### src/rtl/bcd_pkg.sv
// Shared constants, FSM state type and digit check for the BCD-to-binary converter.
package bcd_pkg;

    localparam int         BCD_DIGIT_W   = 4;
    localparam logic [3:0] BCD_MAX_DIGIT = 4'd9;

    typedef enum logic [1:0] {
        IDLE,
        BUSY,
        DONE
    } conv_state_e;

    function automatic logic bcd_digit_valid(input logic [BCD_DIGIT_W-1:0] d);
        return (d <= BCD_MAX_DIGIT);
    endfunction

endpackage

### src/rtl/bcd_binary_seq_if.sv
// Streaming interface of the BCD-to-binary converter: input word handshake and result handshake.
interface bcd_binary_seq_if #(
    parameter int DIGITS = 4,
    parameter int BIN_W  = 14
);

    logic                  in_valid;
    logic                  in_ready;
    logic [4*DIGITS-1:0]   bcd_in;
    logic                  out_valid;
    logic                  out_ready;
    logic [BIN_W-1:0]      bin_out;
    logic                  err;

    modport master (
        output in_valid,
        output bcd_in,
        output out_ready,
        input  in_ready,
        input  out_valid,
        input  bin_out,
        input  err
    );

    modport slave (
        input  in_valid,
        input  bcd_in,
        input  out_ready,
        output in_ready,
        output out_valid,
        output bin_out,
        output err
    );

endinterface

### src/rtl/bcd_digit_mac.sv
// One step of decimal accumulation: acc*10 + digit as shift-add, wrapping in BIN_W bits.
module bcd_digit_mac
    import bcd_pkg::*;
#(
    parameter int BIN_W = 14
) (
    input  logic [BIN_W-1:0]       acc_i,
    input  logic [BCD_DIGIT_W-1:0] digit_i,
    output logic [BIN_W-1:0]       acc_o
);

    assign acc_o = (acc_i << 3) + (acc_i << 1) + BIN_W'(digit_i);

endmodule

### src/rtl/bcd_binary_seq.sv
// Sequential packed-BCD to binary converter, one digit per clock, MSD first.
// Optional build macro BCD_BIN_ERR_CLAMP_EN forces an all-ones result when any digit was > 9.
module bcd_binary_seq
    import bcd_pkg::*;
#(
    parameter int DIGITS = 4,
    parameter int BIN_W  = 14
) (
    input  logic            clk,
    input  logic            rst_n,
    bcd_binary_seq_if.slave bus
);

    localparam int CNT_W  = (DIGITS > 1) ? $clog2(DIGITS) : 1;
    localparam int WORD_W = DIGITS * BCD_DIGIT_W;

    conv_state_e            state_q, state_d;
    logic [WORD_W-1:0]      word_q, word_d;
    logic [BIN_W-1:0]       acc_q, acc_d;
    logic [BIN_W-1:0]       bin_q, bin_d;
    logic [CNT_W-1:0]       cnt_q, cnt_d;
    logic                   err_q, err_d;
    logic                   err_out_q, err_out_d;
    logic                   bad_digit;
    logic [BCD_DIGIT_W-1:0] cur_digit;
    logic [BIN_W-1:0]       mac_sum;

    assign cur_digit = word_q[cnt_q*BCD_DIGIT_W +: BCD_DIGIT_W];

    always_comb begin
        bad_digit = 1'b0;
        for (int i = 0; i < DIGITS; i++) begin
            if (!bcd_digit_valid(bus.bcd_in[i*BCD_DIGIT_W +: BCD_DIGIT_W])) begin
                bad_digit = 1'b1;
            end
        end
    end

    bcd_digit_mac #(.BIN_W(BIN_W)) u_mac (
        .acc_i   (acc_q),
        .digit_i (cur_digit),
        .acc_o   (mac_sum)
    );

    // Result registers load only on the final digit so bin_out/err hold outside DONE.
    always_comb begin
        state_d   = state_q;
        word_d    = word_q;
        acc_d     = acc_q;
        cnt_d     = cnt_q;
        err_d     = err_q;
        bin_d     = bin_q;
        err_out_d = err_out_q;
        case (state_q)
            IDLE: begin
                if (bus.in_valid) begin
                    word_d  = bus.bcd_in;
                    acc_d   = '0;
                    cnt_d   = CNT_W'(DIGITS - 1);
                    err_d   = bad_digit;
                    state_d = BUSY;
                end
            end
            BUSY: begin
                acc_d = mac_sum;
                cnt_d = cnt_q - 1'b1;
                if (cnt_q == '0) begin
                    state_d   = DONE;
                    err_out_d = err_q;
`ifdef BCD_BIN_ERR_CLAMP_EN
                    bin_d     = err_q ? '1 : mac_sum;
`else
                    bin_d     = mac_sum;
`endif
                end
            end
            DONE: begin
                if (bus.out_ready) begin
                    state_d = IDLE;
                end
            end
            default: state_d = IDLE;
        endcase
    end

    always_ff @(posedge clk) begin
        if (!rst_n) begin
            state_q   <= IDLE;
            word_q    <= '0;
            acc_q     <= '0;
            bin_q     <= '0;
            cnt_q     <= '0;
            err_q     <= 1'b0;
            err_out_q <= 1'b0;
        end else begin
            state_q   <= state_d;
            word_q    <= word_d;
            acc_q     <= acc_d;
            bin_q     <= bin_d;
            cnt_q     <= cnt_d;
            err_q     <= err_d;
            err_out_q <= err_out_d;
        end
    end

    assign bus.in_ready  = (state_q == IDLE);
    assign bus.out_valid = (state_q == DONE);
    assign bus.bin_out   = bin_q;
    assign bus.err       = err_out_q;

endmodule

### src/flat_wrapper.sv
// flat-port wrapper written by rule: the top's interface ports become plain ports
module bcd_binary_seq_flat import bcd_pkg::*;
#(
    parameter int DIGITS = 4,
    parameter int BIN_W  = 14
)
  (clk, rst_n, bus_in_valid, bus_bcd_in, bus_out_ready, bus_in_ready, bus_out_valid, bus_bin_out, bus_err);
  bcd_binary_seq_if #(.DIGITS(DIGITS), .BIN_W(BIN_W)) bus_i ();
  input  logic clk;
  input  logic rst_n;
  input wire logic [$bits(bus_i.in_valid)-1:0] bus_in_valid;
  input wire logic [$bits(bus_i.bcd_in)-1:0] bus_bcd_in;
  input wire logic [$bits(bus_i.out_ready)-1:0] bus_out_ready;
  output wire logic [$bits(bus_i.in_ready)-1:0] bus_in_ready;
  output wire logic [$bits(bus_i.out_valid)-1:0] bus_out_valid;
  output wire logic [$bits(bus_i.bin_out)-1:0] bus_bin_out;
  output wire logic [$bits(bus_i.err)-1:0] bus_err;
  assign bus_i.in_valid = bus_in_valid;
  assign bus_i.bcd_in = bus_bcd_in;
  assign bus_i.out_ready = bus_out_ready;
  assign bus_in_ready = bus_i.in_ready;
  assign bus_out_valid = bus_i.out_valid;
  assign bus_bin_out = bus_i.bin_out;
  assign bus_err = bus_i.err;
  bcd_binary_seq #(.DIGITS(DIGITS), .BIN_W(BIN_W)) u_core (.clk(clk), .rst_n(rst_n), .bus(bus_i));
endmodule
### config.mk
export PLATFORM = sky130hd
export DESIGN_NAME = bcd_binary_seq_flat
export DESIGN_NICKNAME = d
export VERILOG_FILES = /design/src/rtl/bcd_pkg.sv /design/src/rtl/bcd_binary_seq_if.sv /design/src/rtl/bcd_digit_mac.sv /design/src/rtl/bcd_binary_seq.sv /design/src/flat_wrapper.sv
export SDC_FILE = /design/constraint.sdc
export NUM_CORES = 1
export LEC_CHECK = 0
export ABC_AREA = 1
export BUFFER_PORTS_ARGS = -buffer_cell sky130_fd_sc_hd__buf_4
export CORE_ASPECT_RATIO = 1.4
export CORE_MARGIN = 2
export CORE_UTILIZATION = 55
export DETAILED_ROUTE_END_ITERATION = 8
export MAX_ROUTING_LAYER = met4
export PLACE_DENSITY = 0.77
export SLEW_MARGIN = 20
export SYNTH_ARGS = -nofsm -noshare
export SYNTH_HDL_FRONTEND = slang
export SYNTH_HIERARCHICAL = 1
export SYNTH_SLANG_ARGS = --single-unit
### constraint.sdc
create_clock -name clk -period 2.8 [get_ports clk]
set_input_delay 0.28 -clock clk [delete_from_list [all_inputs] [get_ports clk]]
set_output_delay 0.28 -clock clk [all_outputs]
set_load 0.005 [all_outputs]
==> results of run 1 <==
worst max-delay path, delay by kind of cell (launching register included):
family	cells	cell delay (ns)
XOR/XNOR	1	0.18
flip-flops	1	0.35
adder cells (fa/ha/maj)	2	0.78
AO/OA/AOI/OAI	3	0.41
AND/OR/NAND/NOR	5	0.49
buffers and inverters	3	0.28
per-layer routing:
layer	wire length [um]	vias up	GRT usage, %
li1	-	1332	-
met1	2400	1162	23.9
met2	3240	60	44.9
met3	173	17	3.21
met4	185	0	11.7
met5	0	-	-
through the flow:
step	setup slack [ns]	utilization, %	total power, uW	instance area [um^2]
floorplan	0.268	-	995	2770
detailed placement	0.221	62.5	1070	3030
global placement	0.312	62.5	1060	3030
global route	0.0339	64.4	1550	3120
finish	0.226	64.4	1460	3120
CTS	0.185	64.3	1480	3120
worst paths after layout:
check / slack [ns] / endpoint / depth (start not counted) / start
min: 0.22 / u_core/word_q[7]$_SDFFE_PN0P_ / 3 / bus_bcd_in[7]
min reg2reg: 0.46 / u_core/bus.bin_out[2]$_SDFFE_PN0P_ / 2 / u_core/bus.bin_out[2]$_SDFFE_PN0P_
max reg2reg: 0.23 / u_core/bus.bin_out[9]$_SDFFE_PN0P_ / 14 / u_core/cnt_q[1]$_SDFFE_PN0P_
max: 0.23 / u_core/bus.bin_out[9]$_SDFFE_PN0P_ / 14 / u_core/cnt_q[1]$_SDFFE_PN0P_
cells in the final DEF (no fill, tap or decap), types with 2 or more instances in the layout:
cell type and instances:
nand3_1 26, inv_1 36, o21ai_1 3, o22ai_1 4
buf_4 38, xor2_1 5, nand2_1 102, nand3b_1 2
inv_2 2, nand4_1 4, a21oi_1 38, clkbuf_8 5
o21ai_0 24, nor2_1 50, dfxtp_1 48, clkinvlp_4 2
ha_1 23, nand2_2 2
area by class of cell:
class                   count  area [um^2]
repair buffers             38          285
well taps                  64         80.1
flip-flops and latches     49          982
multi-input cells         292         1540
inverters                  38          143
clock buffers               6         72.6
clock inverters             2         15.0
fillers                   442         1720
state kept, by name, indices dropped and copies added (netlist names):
name and flops:
u_core/word_q 16, u_core/bus.bin_out 14, u_core/acc_q 13, u_core/cnt_q 2, u_core/state_q 2, u_core/bus.err 1
u_core/err_q 1
power groups by stage:
stage | sequential [uW] | combinational (uW) | clock [uW]
global placement | 785 | 280 | 0
CTS | 769 | 288 | 419
global route | 775 | 328 | 448
detailed placement | 785 | 287 | 0
finish | 769 | 287 | 408
floorplan | 773 | 221 | 0
==> impl_metrics.json, run 1 <==
{
  "tightest_slew_ns": 0.908,
  "finalSetupViolations": 0,
  "routed_wirelength_mm": 6.00,
  "insertion_delay_ns": 0.30,
  "syn2layout_area_growth_pct": 12.4,
  "vias_per_cell": 5.26,
  "layout-drive-gt1-share_pct": 13.2,
  "finClkSkew_ns": 0.00298,
  "hold_viol_final": 0,
  "crit_slowest_cell": "fa_1",
  "clkTransAtPathRegs_ns": 0.09,
  "syn_nets": 442,
  "pwr-share-clk_pct": 27.9,
  "switching_share_pct": 30.0,
  "core_um2": 4840,
  "firstDrtPassIters": 5,
  "dp_hpwl_mm": 4.60,
  "rows": 30,
  "grt_use_total_pct": 23.9,
  "synth_area_um2": 2770,
  "cts_hold_buf": 0,
  "outcome": "complete, no violations",
  "place.port_buffers": 36,
  "wl_per_cell_um": 12.3,
  "slew_headroom_pct": 39.4,
  "timing.critical_path.mode_cell": "inv_1",
  "ys_warn_count": 6,
  "required_ns": 3.02,
  "ir_worst_vdd_v": 0.000364,
  "seq_power_share_pct": 52.5,
  "fmax_mhz": 389,
  "clockBufferDepth": 2,
  "ctsResizeCount": 0,
  "htreeDepth": 2,
  "rsz0062_at_grt": "no",
  "crit_type": "flip-flop to flip-flop",
  "grt_pass1_wl_mm": 10.3,
  "maxSlewViolCount": 0,
  "grt_pass1_vias": 2491,
  "grt_antenna_before_repair": 0,
  "ant_nets": 0,
  "cts_made_buffers": 5,
  "crit_path_max_fanout": 6,
  "cap_violations": 0,
  "crit_arrival_ns": 2.80,
  "cts_setup_buffers": 0,
  "clockRootBuffer": "clkbuf_8",
  "fin_worst_hold_slack_ns": 0.225,
  "gr-total-overflow": 0,
  "min_period_over_period_pct": 91.9,
  "cts.sinks": 49,
  "fin_setup_tns_ns": 0,
  "comb_power_share_pct": 19.6,
  "hold_class": "input port to flip-flop",
  "layoutNonFillerInstCount": 489,
  "cts_tree": "yes",
  "routabilityCongestion": 0.906,
  "min_period_ns": 2.57,
  "die_w_um": 64.0,
  "path_cells": "inv_1 > o21ai_0 > o22ai_1 > inv_1 > fa_1 > inv_1 > ha_1 > nand3_1 > nand3_2 > nand2_1 > nand2_1 > xor2_1 > nand3_1 > a21oi_1",
  "crit_path_end_kind": "flip-flop",
  "via_count": 2571,
  "switchingPower_uw": 439,
  "initialDrtViolationCount": 85,
  "power_leakage_uw": 0.00153,
  "place_inst": 481,
  "cp-start-kind": "flip-flop",
  "die_area_um2": 5640,
  "ioPinCount": 37,
  "power.internal_uw": 1030,
  "post_synth.cell_area_avg_um2": 6.99,
  "power.density_nw_per_um2": 469,
  "netlist_instances": 397,
  "grt_max_degree": 31,
  "drc": 0,
  "nets": 469,
  "diodes": 0,
  "initial_core_util_pct": 57.3,
  "max_stage_delay_ns": 0.47,
  "die_h_um": 88.0
}
(Power assumes the default switching activity.)
==> inputs of run 2 (changes only) <==
- ABC_AREA: 1 -> not set
==> run 2 against run 1 <==
The flow now finishes with violations (setup timing). Register-to-register slack worse by 0.28 ns. Via count down 13%. Cell area up 3.3%. Clock-buffer cell count up 1. Non-clock buffer count up 15. Flip-flop and latch count unchanged. Global-route usage down 0.90 points. Highest routed layer unchanged.
==> impl_metrics.json, run 2 <==
{
  "nets": 389,
  "drc": 0,
  "insertion_delay_ns": 0.31,
  "diodes": 0,
  "place_inst": 394,
  "core_um2": 4770,
  "min_period_over_period_pct": 102,
  "cts_made_buffers": 5,
  "wl_per_cell_um": 14.8,
  "slew_headroom_pct": 51.2,
  "tightest_slew_ns": 0.731,
  "finClkSkew_ns": 0.00517,
  "die_h_um": 86.8,
  "clockRootBuffer": "clkbuf_8",
  "layout-drive-gt1-share_pct": 24.3,
  "final_cell_mix": "nand2_1 (77), buf_4 (51), dfxtp_1 (48)",
  "rows": 30,
  "clockBufferDepth": 2,
  "min_period_ns": 2.85,
  "crit_arrival_ns": 3.10,
  "fillCellCount": 409,
  "initialDrtViolationCount": 82,
  "syn_nets": 349,
  "firstDrtPassIters": 4,
  "ioPinCount": 37,
  "largest-register": "u_core/word_q",
  "initial_core_util_pct": 56.6,
  "grt_antenna_before_repair": 0,
  "clkTransAtPathRegs_ns": 0.09,
  "ant_nets": 0,
  "final_common_cell": "nand2_1",
  "finalWorstSetupSlack_ns": -0.0545,
  "rsz0062_at_grt": "yes",
  "grt_max_degree": 50,
  "post_synth.cell_area_avg_um2": 8.87,
  "ir_worst_vdd_v": 0.000315,
  "fin_util_pct": 67.6,
  "power.density_nw_per_um2": 439,
  "die_area_um2": 5490,
  "die_w_um": 63.2,
  "ys_warn_count": 6,
  "dp_hpwl_mm": 4.20,
  "crit_path_max_fanout": 3,
  "hold_viol_final": 0,
  "cp-start-kind": "flip-flop",
  "routed_wirelength_mm": 6.06,
  "p_total_uw": 1420,
  "maxSlewViolCount": 0,
  "power_leakage_uw": 0.00137,
  "failed_checks": "setup timing",
  "via_count": 2248,
  "required_ns": 3.04,
  "cap_violations": 0,
  "layoutNonFillerInstCount": 409,
  "fin_setup_tns_ns": -0.203,
  "hold_class": "input port to flip-flop",
  "fmax_mhz": 350,
  "gr-total-overflow": 0,
  "grt_use_total_pct": 23.0,
  "outcome": "finished with violations",
  "vias_per_cell": 5.50,
  "htreeDepth": 2,
  "cts.sinks": 49,
  "crit_path_end_kind": "flip-flop",
  "crit_type": "flip-flop to flip-flop",
  "grt_pass1_wl_mm": 9.58,
  "place.port_buffers": 36,
  "grt_pass1_vias": 2086,
  "synth_area_um2": 2700,
  "finalSetupViolations": 5,
  "largest_reg_flops": 16,
  "syn2layout_area_growth_pct": 19.5,
  "netlist_instances": 304,
  "routabilityCongestion": 0.857,
  "cts_hold_buf": 0,
  "cts_tree": "yes"
}
[run 2: path summary, 6_finish.rpt]
path	startpoint	endpoint	slack (ns)	cells after the start
worst max-delay path	u_core/cnt_q[0]$_SDFFE_PN0P_	u_core/acc_q[12]$_SDFFE_PN0P_	-0.05	13
worst min-delay path	bus_bcd_in[8]	u_core/word_q[8]$_SDFFE_PN0P_	0.23	3
worst max register to register	u_core/cnt_q[0]$_SDFFE_PN0P_	u_core/acc_q[12]$_SDFFE_PN0P_	-0.05	13
worst min register to register	u_core/bus.bin_out[6]$_SDFFE_PN0P_	u_core/bus.bin_out[6]$_SDFFE_PN0P_	0.46	2
[run 2: what timing repair did]
action | 4_1_cts | 5_1_grt
setup buffers | 2 | 5
resized for setup | 17 | 13
setup endpoints to repair | 15 | 15
pin swaps | 9 | 20
[run 2: metrics by stage]
| stage | instance area (um^2) | hold slack, ns | worst slack [ns] |
|---|---|---|---|
| 2_1_floorplan | 2710 | 0.425 | 0.00390 |
| 3_3_place_gp | 2990 | 0.446 | -0.0727 |
| 3_5_place_dp | 2990 | 0.455 | -0.161 |
| 4_1_cts | 3140 | 0.224 | -0.0655 |
| 5_1_grt | 3220 | 0.230 | -0.188 |
| 6_report | 3220 | 0.228 | -0.0545 |
[run 2: per-layer routing]
metal	GRT usage [%]	vias up	share of wire (%)
li1	-	1119	-
met1	23.7	1064	39
met2	43.5	44	55
met3	2.99	21	2.5
met4	9.68	0	3.6
met5	-	-	0
[run 2: area by class of cell]
type	count	area, um^2	share of cell area, %
Clock buffer	7	76.3	2.37
Timing Repair Buffer	53	405	12.6
Inverter	9	33.8	1.05
Multi-Input combinational cell	226	1640	50.7
Sequential cell	49	985	30.6
Clock inverter	1	7.51	0.233
Tap cell	64	80.1	2.48
[run 2: worst max-delay path, stage by stage (launching register included)]
cell	delay, ns
dfxtp_4	0.36
mux4_2	0.33
inv_2	0.04
fa_1	0.50
inv_2	0.05
buf_6	0.11
fa_2	0.38
a21o_1	0.21
nand4_1	0.12
nand3_2	0.10
a211oi_2	0.22
xnor2_1	0.16
nand2_1	0.08
a21boi_1	0.13
[run 2: power breakdown]
part | total (uW) | leakage, uW | internal [uW] | switching (uW)
combinational | 249 | 0.000932 | 115 | 134
sequential | 753 | 0.000399 | 728 | 24.8
clock | 414 | 0.0000385 | 177 | 237
total | 1420 | 0.00137 | 1020 | 395
==> inputs of run 3 (changes only) <==
- CORE_ASPECT_RATIO: 1.4 -> 1.75
==> run 3 against run 2 <==
The run still ends with setup timing left. Largest cell class unchanged. Non-clock buffer count down 5. Core utilization is 0.094 points lower. Largest power group unchanged. Sequential share of layout area rose by 0.43 points.
==> impl_metrics.json, run 3 (synthesized netlist as in run 2, its figures left out) <==
{
  "outcome": "finished with violations",
  "failed_checks": "setup timing",
  "place_inst": 382,
  "finClkSkew_ns": 0.00554,
  "slew_headroom_pct": 51.2,
  "clockRootBuffer": "clkbuf_8",
  "cts_tree": "yes",
  "grt_use_total_pct": 23.7,
  "finalSetupViolations": 2,
  "routabilityCongestion": 0.944,
  "vias_per_cell": 5.71,
  "ioPinCount": 37,
  "cts.sinks": 49,
  "rows": 33,
  "min_period_ns": 2.82,
  "path_cells": "buf_6 > mux4_2 > ha_4 > ha_4 > fa_2 > a21o_1 > nand4_1 > nand3_2 > a211oi_2 > xnor2_1 > nand2_1 > a21boi_1",
  "ant_nets": 0,
  "crit_path_max_fanout": 4,
  "diodes": 0,
  "cts_made_buffers": 5,
  "crit_slowest_cell": "mux4_2",
  "design_area_um2": 3180,
  "ir_worst_vdd_v": 0.000449,
  "cts_hold_buf": 0,
  "clockBufferDepth": 2,
  "largest-register": "u_core/word_q",
  "clkTransAtPathRegs_ns": 0.09,
  "place.port_buffers": 36,
  "largest_reg_flops": 16,
  "multi_input_area_um2": 1610,
  "nets": 384,
  "final_common_cell": "nand2_1",
  "critPathBufInv": 1,
  "fmax_mhz": 355,
  "timing.critical_path.mode_cell": "ha_4",
  "min_period_over_period_pct": 101,
  "htreeDepth": 2,
  "grt_max_degree": 50,
  "finalWorstSetupSlack_ns": -0.0192,
  "grt_antenna_before_repair": 0,
  "routed_wirelength_mm": 6.07,
  "gr-total-overflow": 0,
  "initial_core_util_pct": 57.3,
  "dp_hpwl_mm": 4.35,
  "firstDrtPassIters": 4,
  "crit_arrival_ns": 3.05,
  "grt_pass1_wl_mm": 10.2,
  "cap_violations": 0,
  "cp-start-kind": "flip-flop",
  "pre_cts_ws_ns": -0.129,
  "placedInstanceArea_um2": 2980,
  "required_ns": 3.03,
  "seqCellArea_um2": 985,
  "initialDrtViolationCount": 59,
  "grt_pass1_vias": 2223,
  "crit_family": "adder cells",
  "die_area_um2": 5500,
  "hold_viol_final": 0,
  "maxSlewViolCount": 0,
  "power.density_nw_per_um2": 479,
  "fillCellCount": 396,
  "p_total_uw": 1520,
  "drc": 0,
  "layoutNonFillerInstCount": 392,
  "fin_util_pct": 67.5,
  "crit_path_end_kind": "flip-flop",
  "tightest_slew_ns": 0.732,
  "insertion_delay_ns": 0.29,
  "via_count": 2239,
  "max_stage_delay_ns": 0.51,
  "crit_type": "flip-flop to flip-flop",
  "rsz0062_at_grt": "yes",
  "power_leakage_uw": 0.00136,
  "die_h_um": 96.6,
  "wl_per_cell_um": 15.5,
  "hold_class": "input port to flip-flop",
  "core_um2": 4710,
  "final_cell_mix": "nand2_1 (77), dfxtp_1 (48), buf_4 (46)",
  "layout-drive-gt1-share_pct": 22.4,
  "die_w_um": 56.9,
  "syn2layout_area_growth_pct": 17.9
}
==> run 3: worst register-to-register path, stage by stage, from the launching register on <==
cell and delay, ns:
dfxtp_4 0.38, buf_6 0.10, mux4_2 0.51, ha_4 0.18, ha_4 0.16, fa_2 0.38, a21o_1 0.19, nand4_1 0.11
nand3_2 0.11, a211oi_2 0.23, xnor2_1 0.18, nand2_1 0.08, a21boi_1 0.14
==> run 3: path summary, 6_finish.rpt <==
kind,from,end,slack [ns],cells after the start
worst max-delay path,u_core/cnt_q[0]$_SDFFE_PN0P_,u_core/acc_q[12]$_SDFFE_PN0P_,-0.02,12
worst min-delay path,bus_bcd_in[8],u_core/word_q[8]$_SDFFE_PN0P_,0.23,3
worst min register to register,u_core/bus.bin_out[7]$_SDFFE_PN0P_,u_core/bus.bin_out[7]$_SDFFE_PN0P_,0.46,2
worst max register to register,u_core/cnt_q[0]$_SDFFE_PN0P_,u_core/acc_q[12]$_SDFFE_PN0P_,-0.02,12
==> run 3: metrics by stage <==
stage	hold WS (ns)	setup TNS (ns)
2_1_floorplan	0.425	0
3_3_place_gp	0.447	-0.479
3_5_place_dp	0.450	-1.03
4_1_cts	0.230	-0.138
5_1_grt	0.240	-0.803
6_report	0.233	-0.0320
==> run 3: repair_timing <==
action                     CTS  global route
buffers inserted             1             1
cloned                       0             0
setup endpoints to repair   15            15
resized for setup           13            12
pin swaps                    8            16
==> run 3: layout make-up <==
| cell class | count | area share, % |
|---|---|---|
| well taps | 52 | 2.05 |
| repair buffers | 48 | 11.6 |
| flip-flops and latches | 49 | 31.0 |
| multi-input cells | 226 | 50.7 |
| clock inverters | 1 | 0.945 |
| clock buffers | 7 | 2.72 |
| inverters | 9 | 1.06 |
==> run 3: power breakdown <==
group / switching [uW] / internal [uW] / total [uW]
clock: 227 / 291 / 518
combinational: 135 / 114 / 249
sequential: 26.3 / 728 / 754
==> run 3: per-layer routing <==
layer / vias up / wire length, um / global-route usage, %
met3: 21 / 158 / 2.67
met1: 1059 / 2160 / 24.0
met4: 0 / 236 / 10.6
met5: - / 0 / -
met2: 51 / 3520 / 43.8
li1: 1108 / - / -
